### src/rtl/dmem_arbiter_pkg.sv
// dmem_arbiter_pkg: shared sizes, owner-state type and address check for the data-memory arbiter
package dmem_arbiter_pkg;
   localparam int WORD_SIZE    = 32;
   localparam int IDX_BITS     = 8;
   localparam int DEF_MAX_HOLD = 4;
   typedef enum logic [1:0] {IDLE, OWN0, OWN1} owner_e;
   function automatic logic addr_err(input logic [WORD_SIZE-1:0] addr);
      return (addr[1:0] != 2'b00) || ((addr >> (IDX_BITS + 2)) != '0);
   endfunction
endpackage

### src/rtl/dmem_arbiter_if.sv
// dmem_arbiter_if: two requester ports plus the single-port memory pins
interface dmem_arbiter_if;
   import dmem_arbiter_pkg::*;
   logic                 req0, req1, we0, we1, lock0, lock1;
   logic [WORD_SIZE-1:0] addr0, addr1, wdata0, wdata1;
   logic                 gnt0, gnt1, rvalid0, rvalid1, err0, err1;
   logic [WORD_SIZE-1:0] rdata0, rdata1;
   logic [WORD_SIZE-1:0] mem_address, mem_write_data, mem_read_data;
   logic                 mem_write, mem_read;
   modport slave (
      input  req0, req1, we0, we1, lock0, lock1, addr0, addr1, wdata0, wdata1, mem_read_data,
      output gnt0, gnt1, rvalid0, rvalid1, err0, err1, rdata0, rdata1,
      output mem_address, mem_write_data, mem_write, mem_read
   );
   modport master (
      output req0, req1, we0, we1, lock0, lock1, addr0, addr1, wdata0, wdata1, mem_read_data,
      input  gnt0, gnt1, rvalid0, rvalid1, err0, err1, rdata0, rdata1,
      input  mem_address, mem_write_data, mem_write, mem_read
   );
endinterface

### src/rtl/dmem_arbiter_rr_pick2.sv
// rr_pick2: two-way round-robin picker; on a tie the port that was not granted last wins
module rr_pick2 (
   input  logic [1:0] req,
   input  logic       last,
   output logic [1:0] gnt
);
   // A lone requester always wins; a tie goes away from the last winner
   always_comb begin
      gnt[0] = req[0] & (~req[1] | last);
      gnt[1] = req[1] & (~req[0] | ~last);
   end
endmodule

### src/rtl/dmem_arbiter.sv
// dmem_arbiter: round-robin/lockable sharing of the single-port data memory between two requesters
module dmem_arbiter
   import dmem_arbiter_pkg::*;
#(
   parameter int MAX_HOLD = DEF_MAX_HOLD
) (
   input logic           clk,
   input logic           reset,
   dmem_arbiter_if.slave bus
);
   localparam int HOLD_W = $clog2(MAX_HOLD) + 1;
   localparam logic [HOLD_W-1:0] HOLD_LIM = HOLD_W'(MAX_HOLD);

   owner_e               state_q, state_d;
   logic                 last_q, last_d;
   logic [HOLD_W-1:0]    hold_q, hold_d;
   logic                 rvalid0_q, rvalid0_d, rvalid1_q, rvalid1_d;
   logic                 err0_q, err0_d, err1_q, err1_d;
   logic [WORD_SIZE-1:0] rdata0_q, rdata0_d, rdata1_q, rdata1_d;
   logic [1:0]           rr_gnt, gnt;
   logic                 keep0, keep1, sel1, we, lock, bad, ok;
   logic [WORD_SIZE-1:0] addr, wdata, rd_val;

   rr_pick2 u_pick (
      .req  ({bus.req1, bus.req0}),
      .last (last_q),
      .gnt  (rr_gnt)
   );

   // Pick the winner (lock first, then round-robin), mux its access and compute next state
   always_comb begin
      keep0     = (state_q == OWN0) && bus.req0 && bus.lock0 && (hold_q < HOLD_LIM || !bus.req1);
      keep1     = (state_q == OWN1) && bus.req1 && bus.lock1 && (hold_q < HOLD_LIM || !bus.req0);
      gnt       = reset ? 2'b00 : keep0 ? 2'b01 : keep1 ? 2'b10 : rr_gnt;
      sel1      = gnt[1];
      addr      = sel1 ? bus.addr1 : bus.addr0;
      wdata     = sel1 ? bus.wdata1 : bus.wdata0;
      we        = sel1 ? bus.we1 : bus.we0;
      lock      = sel1 ? bus.lock1 : bus.lock0;
      bad       = addr_err(addr);
      ok        = (gnt != 2'b00) && !bad;
      rd_val    = (ok && !we) ? bus.mem_read_data : '0;
      state_d   = (gnt == 2'b00 || !lock) ? IDLE : sel1 ? OWN1 : OWN0;
      last_d    = (gnt != 2'b00) ? sel1 : last_q;
      hold_d    = (state_d == IDLE) ? '0 : (state_d != state_q) ? HOLD_W'(1) :
                  (hold_q == HOLD_LIM) ? hold_q : hold_q + HOLD_W'(1);
      rvalid0_d = gnt[0];
      rvalid1_d = gnt[1];
      err0_d    = gnt[0] & bad;
      err1_d    = gnt[1] & bad;
      rdata0_d  = gnt[0] ? rd_val : rdata0_q;
      rdata1_d  = gnt[1] ? rd_val : rdata1_q;
   end

   // Owner FSM, round-robin pointer, hold counter and one-cycle response registers
   always_ff @(posedge clk) begin
      if (reset) begin
         state_q   <= IDLE;
         last_q    <= 1'b1;
         hold_q    <= '0;
         rvalid0_q <= 1'b0;
         rvalid1_q <= 1'b0;
         err0_q    <= 1'b0;
         err1_q    <= 1'b0;
         rdata0_q  <= '0;
         rdata1_q  <= '0;
      end else begin
         state_q   <= state_d;
         last_q    <= last_d;
         hold_q    <= hold_d;
         rvalid0_q <= rvalid0_d;
         rvalid1_q <= rvalid1_d;
         err0_q    <= err0_d;
         err1_q    <= err1_d;
         rdata0_q  <= rdata0_d;
         rdata1_q  <= rdata1_d;
      end
   end

   assign bus.gnt0           = gnt[0];
   assign bus.gnt1           = gnt[1];
   assign bus.mem_address    = ok ? addr : '0;
   assign bus.mem_write_data = ok ? wdata : '0;
   assign bus.mem_write      = ok & we;
   assign bus.mem_read       = ok & ~we;
   assign bus.rvalid0        = rvalid0_q;
   assign bus.rvalid1        = rvalid1_q;
   assign bus.err0           = err0_q;
   assign bus.err1           = err1_q;
   assign bus.rdata0         = rdata0_q;
   assign bus.rdata1         = rdata1_q;
endmodule
### src/flat_wrapper.sv
// flat-port wrapper written by rule: the top's interface ports become plain ports
module dmem_arbiter_flat import dmem_arbiter_pkg::*;
#(
   parameter int MAX_HOLD = DEF_MAX_HOLD
)
  (clk, reset, bus_req0, bus_req1, bus_we0, bus_we1, bus_lock0, bus_lock1, bus_addr0, bus_addr1, bus_wdata0, bus_wdata1, bus_mem_read_data, bus_gnt0, bus_gnt1, bus_rvalid0, bus_rvalid1, bus_err0, bus_err1, bus_rdata0, bus_rdata1, bus_mem_address, bus_mem_write_data, bus_mem_write, bus_mem_read);
  dmem_arbiter_if bus_i ();
  input logic clk;
  input logic reset;
  input wire logic [$bits(bus_i.req0)-1:0] bus_req0;
  input wire logic [$bits(bus_i.req1)-1:0] bus_req1;
  input wire logic [$bits(bus_i.we0)-1:0] bus_we0;
  input wire logic [$bits(bus_i.we1)-1:0] bus_we1;
  input wire logic [$bits(bus_i.lock0)-1:0] bus_lock0;
  input wire logic [$bits(bus_i.lock1)-1:0] bus_lock1;
  input wire logic [$bits(bus_i.addr0)-1:0] bus_addr0;
  input wire logic [$bits(bus_i.addr1)-1:0] bus_addr1;
  input wire logic [$bits(bus_i.wdata0)-1:0] bus_wdata0;
  input wire logic [$bits(bus_i.wdata1)-1:0] bus_wdata1;
  input wire logic [$bits(bus_i.mem_read_data)-1:0] bus_mem_read_data;
  output wire logic [$bits(bus_i.gnt0)-1:0] bus_gnt0;
  output wire logic [$bits(bus_i.gnt1)-1:0] bus_gnt1;
  output wire logic [$bits(bus_i.rvalid0)-1:0] bus_rvalid0;
  output wire logic [$bits(bus_i.rvalid1)-1:0] bus_rvalid1;
  output wire logic [$bits(bus_i.err0)-1:0] bus_err0;
  output wire logic [$bits(bus_i.err1)-1:0] bus_err1;
  output wire logic [$bits(bus_i.rdata0)-1:0] bus_rdata0;
  output wire logic [$bits(bus_i.rdata1)-1:0] bus_rdata1;
  output wire logic [$bits(bus_i.mem_address)-1:0] bus_mem_address;
  output wire logic [$bits(bus_i.mem_write_data)-1:0] bus_mem_write_data;
  output wire logic [$bits(bus_i.mem_write)-1:0] bus_mem_write;
  output wire logic [$bits(bus_i.mem_read)-1:0] bus_mem_read;
  assign bus_i.req0 = bus_req0;
  assign bus_i.req1 = bus_req1;
  assign bus_i.we0 = bus_we0;
  assign bus_i.we1 = bus_we1;
  assign bus_i.lock0 = bus_lock0;
  assign bus_i.lock1 = bus_lock1;
  assign bus_i.addr0 = bus_addr0;
  assign bus_i.addr1 = bus_addr1;
  assign bus_i.wdata0 = bus_wdata0;
  assign bus_i.wdata1 = bus_wdata1;
  assign bus_i.mem_read_data = bus_mem_read_data;
  assign bus_gnt0 = bus_i.gnt0;
  assign bus_gnt1 = bus_i.gnt1;
  assign bus_rvalid0 = bus_i.rvalid0;
  assign bus_rvalid1 = bus_i.rvalid1;
  assign bus_err0 = bus_i.err0;
  assign bus_err1 = bus_i.err1;
  assign bus_rdata0 = bus_i.rdata0;
  assign bus_rdata1 = bus_i.rdata1;
  assign bus_mem_address = bus_i.mem_address;
  assign bus_mem_write_data = bus_i.mem_write_data;
  assign bus_mem_write = bus_i.mem_write;
  assign bus_mem_read = bus_i.mem_read;
  dmem_arbiter #(.MAX_HOLD(MAX_HOLD)) u_core (.clk(clk), .reset(reset), .bus(bus_i));
endmodule
### config.mk
export PLATFORM = sky130hd
export DESIGN_NAME = dmem_arbiter_flat
export DESIGN_NICKNAME = d
export VERILOG_FILES = /design/src/rtl/dmem_arbiter_pkg.sv /design/src/rtl/dmem_arbiter_if.sv /design/src/rtl/dmem_arbiter_rr_pick2.sv /design/src/rtl/dmem_arbiter.sv /design/src/flat_wrapper.sv
export SDC_FILE = /design/constraint.sdc
export NUM_CORES = 1
export LEC_CHECK = 0
export ABC_CLOCK_PERIOD_IN_PS = 1600
export BUFFER_PORTS_ARGS = -buffer_cell sky130_fd_sc_hd__buf_2
export CAP_MARGIN = 10
export CELL_PAD_IN_SITES_DETAIL_PLACEMENT = 0
export CELL_PAD_IN_SITES_GLOBAL_PLACEMENT = 1
export CORE_MARGIN = 2
export CORE_UTILIZATION = 22
export CTS_CLUSTER_SIZE = 10
export DETAILED_ROUTE_END_ITERATION = 12
export GPL_TIMING_DRIVEN = 0
export PLACE_DENSITY_LB_ADDON = 0.1
export SKIP_LAST_GASP = 1
export SLEW_MARGIN = 20
export SYNTH_ARGS = -nofsm -noshare
export SYNTH_HDL_FRONTEND = slang
export SYNTH_SLANG_ARGS = --single-unit
### constraint.sdc
create_clock -name clk -period 1.6 [get_ports clk]
set_input_delay 0.08 -clock clk [delete_from_list [all_inputs] [get_ports clk]]
set_output_delay 0.08 -clock clk [all_outputs]
set_load 0.03 [all_outputs]
==> impl_results.html <==
<table>
<tr><th>Metric</th><th>Value</th></tr>
<tr><th colspan="2">CTS</th></tr>
<tr><td>TritonCTS clock tree</td><td>yes</td></tr>
<tr><td>H-Tree Level Count</td><td>3</td></tr>
<tr><td>Clock slew at reported path FFs</td><td>around 0.05 ns</td></tr>
<tr><td>Clock insertion delay at the later pin of the skew report</td><td>about 0.33 ns</td></tr>
<tr><td>Number of buffers added by the clock tree synthesis step</td><td>9</td></tr>
<tr><td>Sinks on Clock Net</td><td>74</td></tr>
<tr><td>CTS root buf</td><td>clkbuf_16</td></tr>
<tr><td>Maximum clock path buffer count</td><td>2</td></tr>
<tr><th colspan="2">Placed design</th></tr>
<tr><td>Number of buffer cells added on primary ports</td><td>279</td></tr>
<tr><td>Weighted congestion at the end of routability-driven global placement</td><td>0.809</td></tr>
<tr><td>Half-perimeter wire length after placement</td><td>~12000 µm</td></tr>
<tr><td>Inst Count DP</td><td>920</td></tr>
<tr><td>Post-Place Setup Slack</td><td>-0.573 ns</td></tr>
<tr><th colspan="2">Setup path</th></tr>
<tr><td>Worst r2r src</td><td>u_core.hold_q[2]$_SDFFE_PP0N_</td></tr>
<tr><td>Crit path max-delay family</td><td>compound AO/OA/AOI/OAI gates</td></tr>
<tr><td>Register-to-Register Setup Slack</td><td>-0.60 ns</td></tr>
<tr><td>CP max stage cell</td><td>dfxtp_4</td></tr>
<tr><td>Slowest stage delay, CP</td><td>0.36 ns</td></tr>
<tr><td>Signal arrival time at the worst endpoint</td><td>2.33 ns</td></tr>
<tr><td>Required @ worst endpoint</td><td>1.52 ns</td></tr>
<tr><td>FF-to-FF path depth</td><td>7</td></tr>
<tr><td>CP Buf/Inv Count</td><td>4</td></tr>
<tr><td>Cells along the critical path</td><td>and4bb_2 -&gt; o211ai_4 -&gt; buf_6 -&gt; a211oi_4 -&gt; a21oi_4 -&gt; buf_12 -&gt; buf_4 -&gt; o21ba_4 -&gt; clkbuf_4</td></tr>
<tr><td>Setup CP Type</td><td>flip-flop to output pin</td></tr>
<tr><td>Category of the worst setup path capture point</td><td>output pin</td></tr>
<tr><td>Number of gates on the worst path with buffers counted</td><td>9</td></tr>
<tr><td>Crit Path Max Fanout</td><td>7</td></tr>
<tr><td>Crit path launch type</td><td>flip-flop</td></tr>
<tr><td>Destination of the worst register-to-register timing path</td><td>u_core.bus.rdata0[3]$_SDFFE_PP0P_</td></tr>
<tr><th colspan="2">Hold path</th></tr>
<tr><td>Cell depth of the worst hold path</td><td>2</td></tr>
<tr><td>Origin of the worst min-delay path</td><td>bus_lock0</td></tr>
<tr><td>Worst hold path endpoint</td><td>u_core.state_q[0]$_SDFF_PP0_</td></tr>
<tr><td>Hold WC Path Type</td><td>primary input to flip-flop</td></tr>
<tr><th colspan="2">Yosys</th></tr>
<tr><td>Ranking of synthesized cells by area</td><td>dfxtp_1, a22oi_1, a22o_1</td></tr>
<tr><td>Netlist cell types</td><td>45</td></tr>
<tr><td>Area share of the leading cell type in the synthesized netlist</td><td>43.0%</td></tr>
<tr><td>Synth Register Bits</td><td>74</td></tr>
<tr><td>Post-synth EDFFs</td><td>0</td></tr>
<tr><td>Synth Warn #</td><td>0</td></tr>
<tr><td>Count of mapped cells out of synthesis</td><td>407</td></tr>
<tr><td>Share of flip-flops with an asynchronous set or reset after synthesis</td><td>0%</td></tr>
<tr><td>Mapped Avg Cell Area</td><td>8.46 µm²</td></tr>
<tr><td>Commonest register cell after synthesis</td><td>dfxtp_1</td></tr>
<tr><td>Portion of the post-synthesis area used by sequential elements</td><td>43.0%</td></tr>
<tr><td>Library cell occupying the most area in the post-synthesis netlist</td><td>dfxtp_1</td></tr>
<tr><td>Synthesized area</td><td>0.00344 mm²</td></tr>
<tr><th colspan="2">Power and ir drop</th></tr>
<tr><td>Net Sw Power</td><td>roughly 1.2 mW</td></tr>
<tr><td>Max rail drop VDD</td><td>about 0.39 mV</td></tr>
<tr><td>Power per standard cell area</td><td>a little over 700 mW/mm²</td></tr>
<tr><td>Relative contribution of sequential cells to total power</td><td>between 30% and 40%</td></tr>
<tr><td>Clk network pwr share</td><td>about 44%</td></tr>
<tr><td>Switching share of power</td><td>24.3%</td></tr>
<tr><td>Leakage power total</td><td>3.08 nW</td></tr>
<tr><td>Int Pwr</td><td>3.72 mW</td></tr>
<tr><td>Share of total power in combinational logic</td><td>17.8%</td></tr>
<tr><td>Post-layout total power</td><td>4.91 mW</td></tr>
<tr><th colspan="2">STA</th></tr>
<tr><td>Maximum clock skew at final layout</td><td>0.00577 ns</td></tr>
<tr><td>Worst setup margin</td><td>-0.807 ns</td></tr>
<tr><td>Worst-margin pin slew</td><td>between 0.6 and 0.7 ns</td></tr>
<tr><td>Ratio of final minimum period to clock period</td><td>150%</td></tr>
<tr><td>Max-slew violations</td><td>0</td></tr>
<tr><td>Rel. slew slack</td><td>59.8%</td></tr>
<tr><td>Post-Route Hold Slack</td><td>approximately 0.035 ns</td></tr>
<tr><td>Min Tclk post-route</td><td>2.41 ns</td></tr>
<tr><td>Max Freq</td><td>a little over 400 MHz</td></tr>
<tr><td>Unrepaired setup endpoints after global routing</td><td>true</td></tr>
<tr><td>Final setup violating endpoints</td><td>113</td></tr>
<tr><td>Number of endpoints with negative hold slack in the final report</td><td>0</td></tr>
<tr><th colspan="2">GRT</th></tr>
<tr><td>Global-route usage over all layers</td><td>16.8%</td></tr>
<tr><td>Vias in the first global route</td><td>4248</td></tr>
<tr><td>Global-route wire length before repair</td><td>roughly 22000 µm</td></tr>
<tr><td>Pin count of the biggest net entering global routing</td><td>12</td></tr>
<tr><td>Total congestion overflow after global routing</td><td>0</td></tr>
<tr><td>Initial antenna violation count</td><td>1</td></tr>
<tr><th colspan="2">Die</th></tr>
<tr><td>Effective utilization at floorplan</td><td>between 20% and 30%</td></tr>
<tr><td>Die width</td><td>129 µm</td></tr>
<tr><td>Boundary Pins</td><td>between 300 and 400</td></tr>
<tr><td>Die span in y</td><td>129 µm</td></tr>
<tr><td>Core box area</td><td>around 0.015 mm²</td></tr>
<tr><td># rows</td><td>45</td></tr>
<tr><td>Die area</td><td>about 0.017 mm²</td></tr>
<tr><th colspan="2">Layout</th></tr>
<tr><td>Number of non-filler instances in the completed layout</td><td>983</td></tr>
<tr><td>Most common cell after layout, fill and taps aside</td><td>buf_2</td></tr>
<tr><td>End-of-flow core utilization</td><td>44.4%</td></tr>
<tr><td>Layout-stage area growth over the synthesis result</td><td>96.9%</td></tr>
<tr><td>Count of nets after finishing</td><td>938</td></tr>
<tr><td>FILL cells</td><td>around 1500</td></tr>
<tr><td>Commonest cells after routing, fill and taps aside</td><td>buf_2, nand2_1, dfxtp_1</td></tr>
<tr><td>Ant diodes</td><td>0</td></tr>
<tr><td>Fraction of final layout cells sized beyond drive strength 1</td><td>around three fifths</td></tr>
<tr><th colspan="2">Route</th></tr>
<tr><td>Starting DRC count in detailed routing</td><td>between 100 and 150</td></tr>
<tr><td>Number of vias per cell after detailed routing</td><td>4.35</td></tr>
<tr><td>Number of vias in the routed layout</td><td>~4300</td></tr>
<tr><td>DRC violation count after routing</td><td>0</td></tr>
<tr><td>Post-detailed-routing wire length</td><td>14900 µm</td></tr>
<tr><td>Initial DRT Pass Iterations</td><td>4</td></tr>
<tr><td>Antenna viol nets, final</td><td>0</td></tr>
<tr><td>Avg WL per Cell</td><td>15.1 µm</td></tr>
<tr><th colspan="2">Run</th></tr>
<tr><td>Max-capacitance violation count</td><td>0</td></tr>
<tr><th colspan="2">Status</th></tr>
<tr><td>Violated checks</td><td>setup timing</td></tr>
<tr><td>Run status</td><td>complete, but fails checks</td></tr>
</table>
kinds of logic after synthesis:
kind of cell,Yosys count,synth area share (%)
xor gates and xnor gates,1,0.254
other,1,0.109
buffers and inverters,59,10.2
DFF,74,43.0
AOI/OAI and AO/OA,121,26.2
and+or+nand+nor,149,19.5
adders and majority gates,2,0.727
Yosys cell counts, types with 2 or more instances:
cell type,number
inv_1,5
dfxtp_1,74
a22oi_1,41
o21ai_1,30
buf_4,24
nor2b_1,3
a21oi_1,3
clkbuf_1,4
a22o_1,32
nor2_1,44
o21ai_0,3
and2_1,5
nand4_1,2
nand2_1,70
ha_1,2
buf_2,25
nor4_1,12
sequential cells by signal (all words and copies together), names as in the netlist:
signal              flops
u_core.bus.rvalid0      1
u_core.bus.err1         1
u_core.last_q           1
u_core.bus.err0         1
u_core.bus.rvalid1      1
u_core.bus.rdata1      32
u_core.hold_q           3
u_core.state_q          2
u_core.bus.rdata0      32
stage by stage:
stage / area, µm² / setup TNS [ns]
5_1_grt: 6780 / -75.35
3_5_place_dp: 5800 / -49.99
3_3_place_gp: 5800 / -46.66
6_report: 6780 / -62.48
2_1_floorplan: 4140 / -13.55
4_1_cts: 6490 / -62.97
worst max-delay path by stage:
stage | from | endpoint | slack, ns
floorplan | u_core.state_q[0]$_SDFF_PP0_ | bus_mem_write_data[10] | -0.19
global placement | u_core.hold_q[2]$_SDFFE_PP0N_ | u_core.bus.rdata0[10]$_SDFFE_PP0P_ | -0.54
detailed placement | u_core.hold_q[2]$_SDFFE_PP0N_ | u_core.bus.rdata0[10]$_SDFFE_PP0P_ | -0.57
CTS | u_core.last_q$_SDFFE_PP1N_ | bus_mem_read | -0.88
global route | u_core.state_q[0]$_SDFF_PP0_ | bus_mem_write_data[0] | -0.91
finish | u_core.hold_q[2]$_SDFFE_PP0N_ | bus_mem_read | -0.81
power groups by stage:
stage / Sequential [mW] / Combinational, mW / Clock (mW)
after floorplan: 1.92 / 0.420 / 0
after global placement: 1.91 / 0.737 / 0
after detailed placement: 1.91 / 0.749 / 0
after CTS: 1.87 / 0.817 / 2.24
after global routing: 1.86 / 0.949 / 2.32
final: 1.86 / 0.876 / 2.17
metal layers:
metal | global-route usage [%] | up-vias | share of wire [%]
li1 | - | 2131 | -
met1 | 18.4 | 1958 | 38
met3 | 5.24 | 18 | 7.8
met4 | 5.69 | 0 | 1.8
met2 | 30.8 | 166 | 53
met5 | 0 | - | 0
cell type report:
type / count / area, µm² / share of cell area (%)
Tap cell: 211 / 264 / 3.89
Buffer: 53 / 457 / 6.74
Multi-Input combinational cell: 297 / 2240 / 33.0
Clock inverter: 2 / 60.1 / 0.886
Inverter: 5 / 18.8 / 0.277
Clock buffer: 13 / 260 / 3.84
Timing Repair Buffer: 328 / 1990 / 29.3
Sequential cell: 74 / 1490 / 22.0
repair_timing:
item	in CTS	in global routing
pin swaps	2	2
cloned	0	2
resized for setup	2	67
endpoints found under the hold margin	59	0
setup endpoints to repair	114	114
hold buffers	32	0
buffers inserted	3	12
No activity file was read; power rests on OpenSTA's default activity.
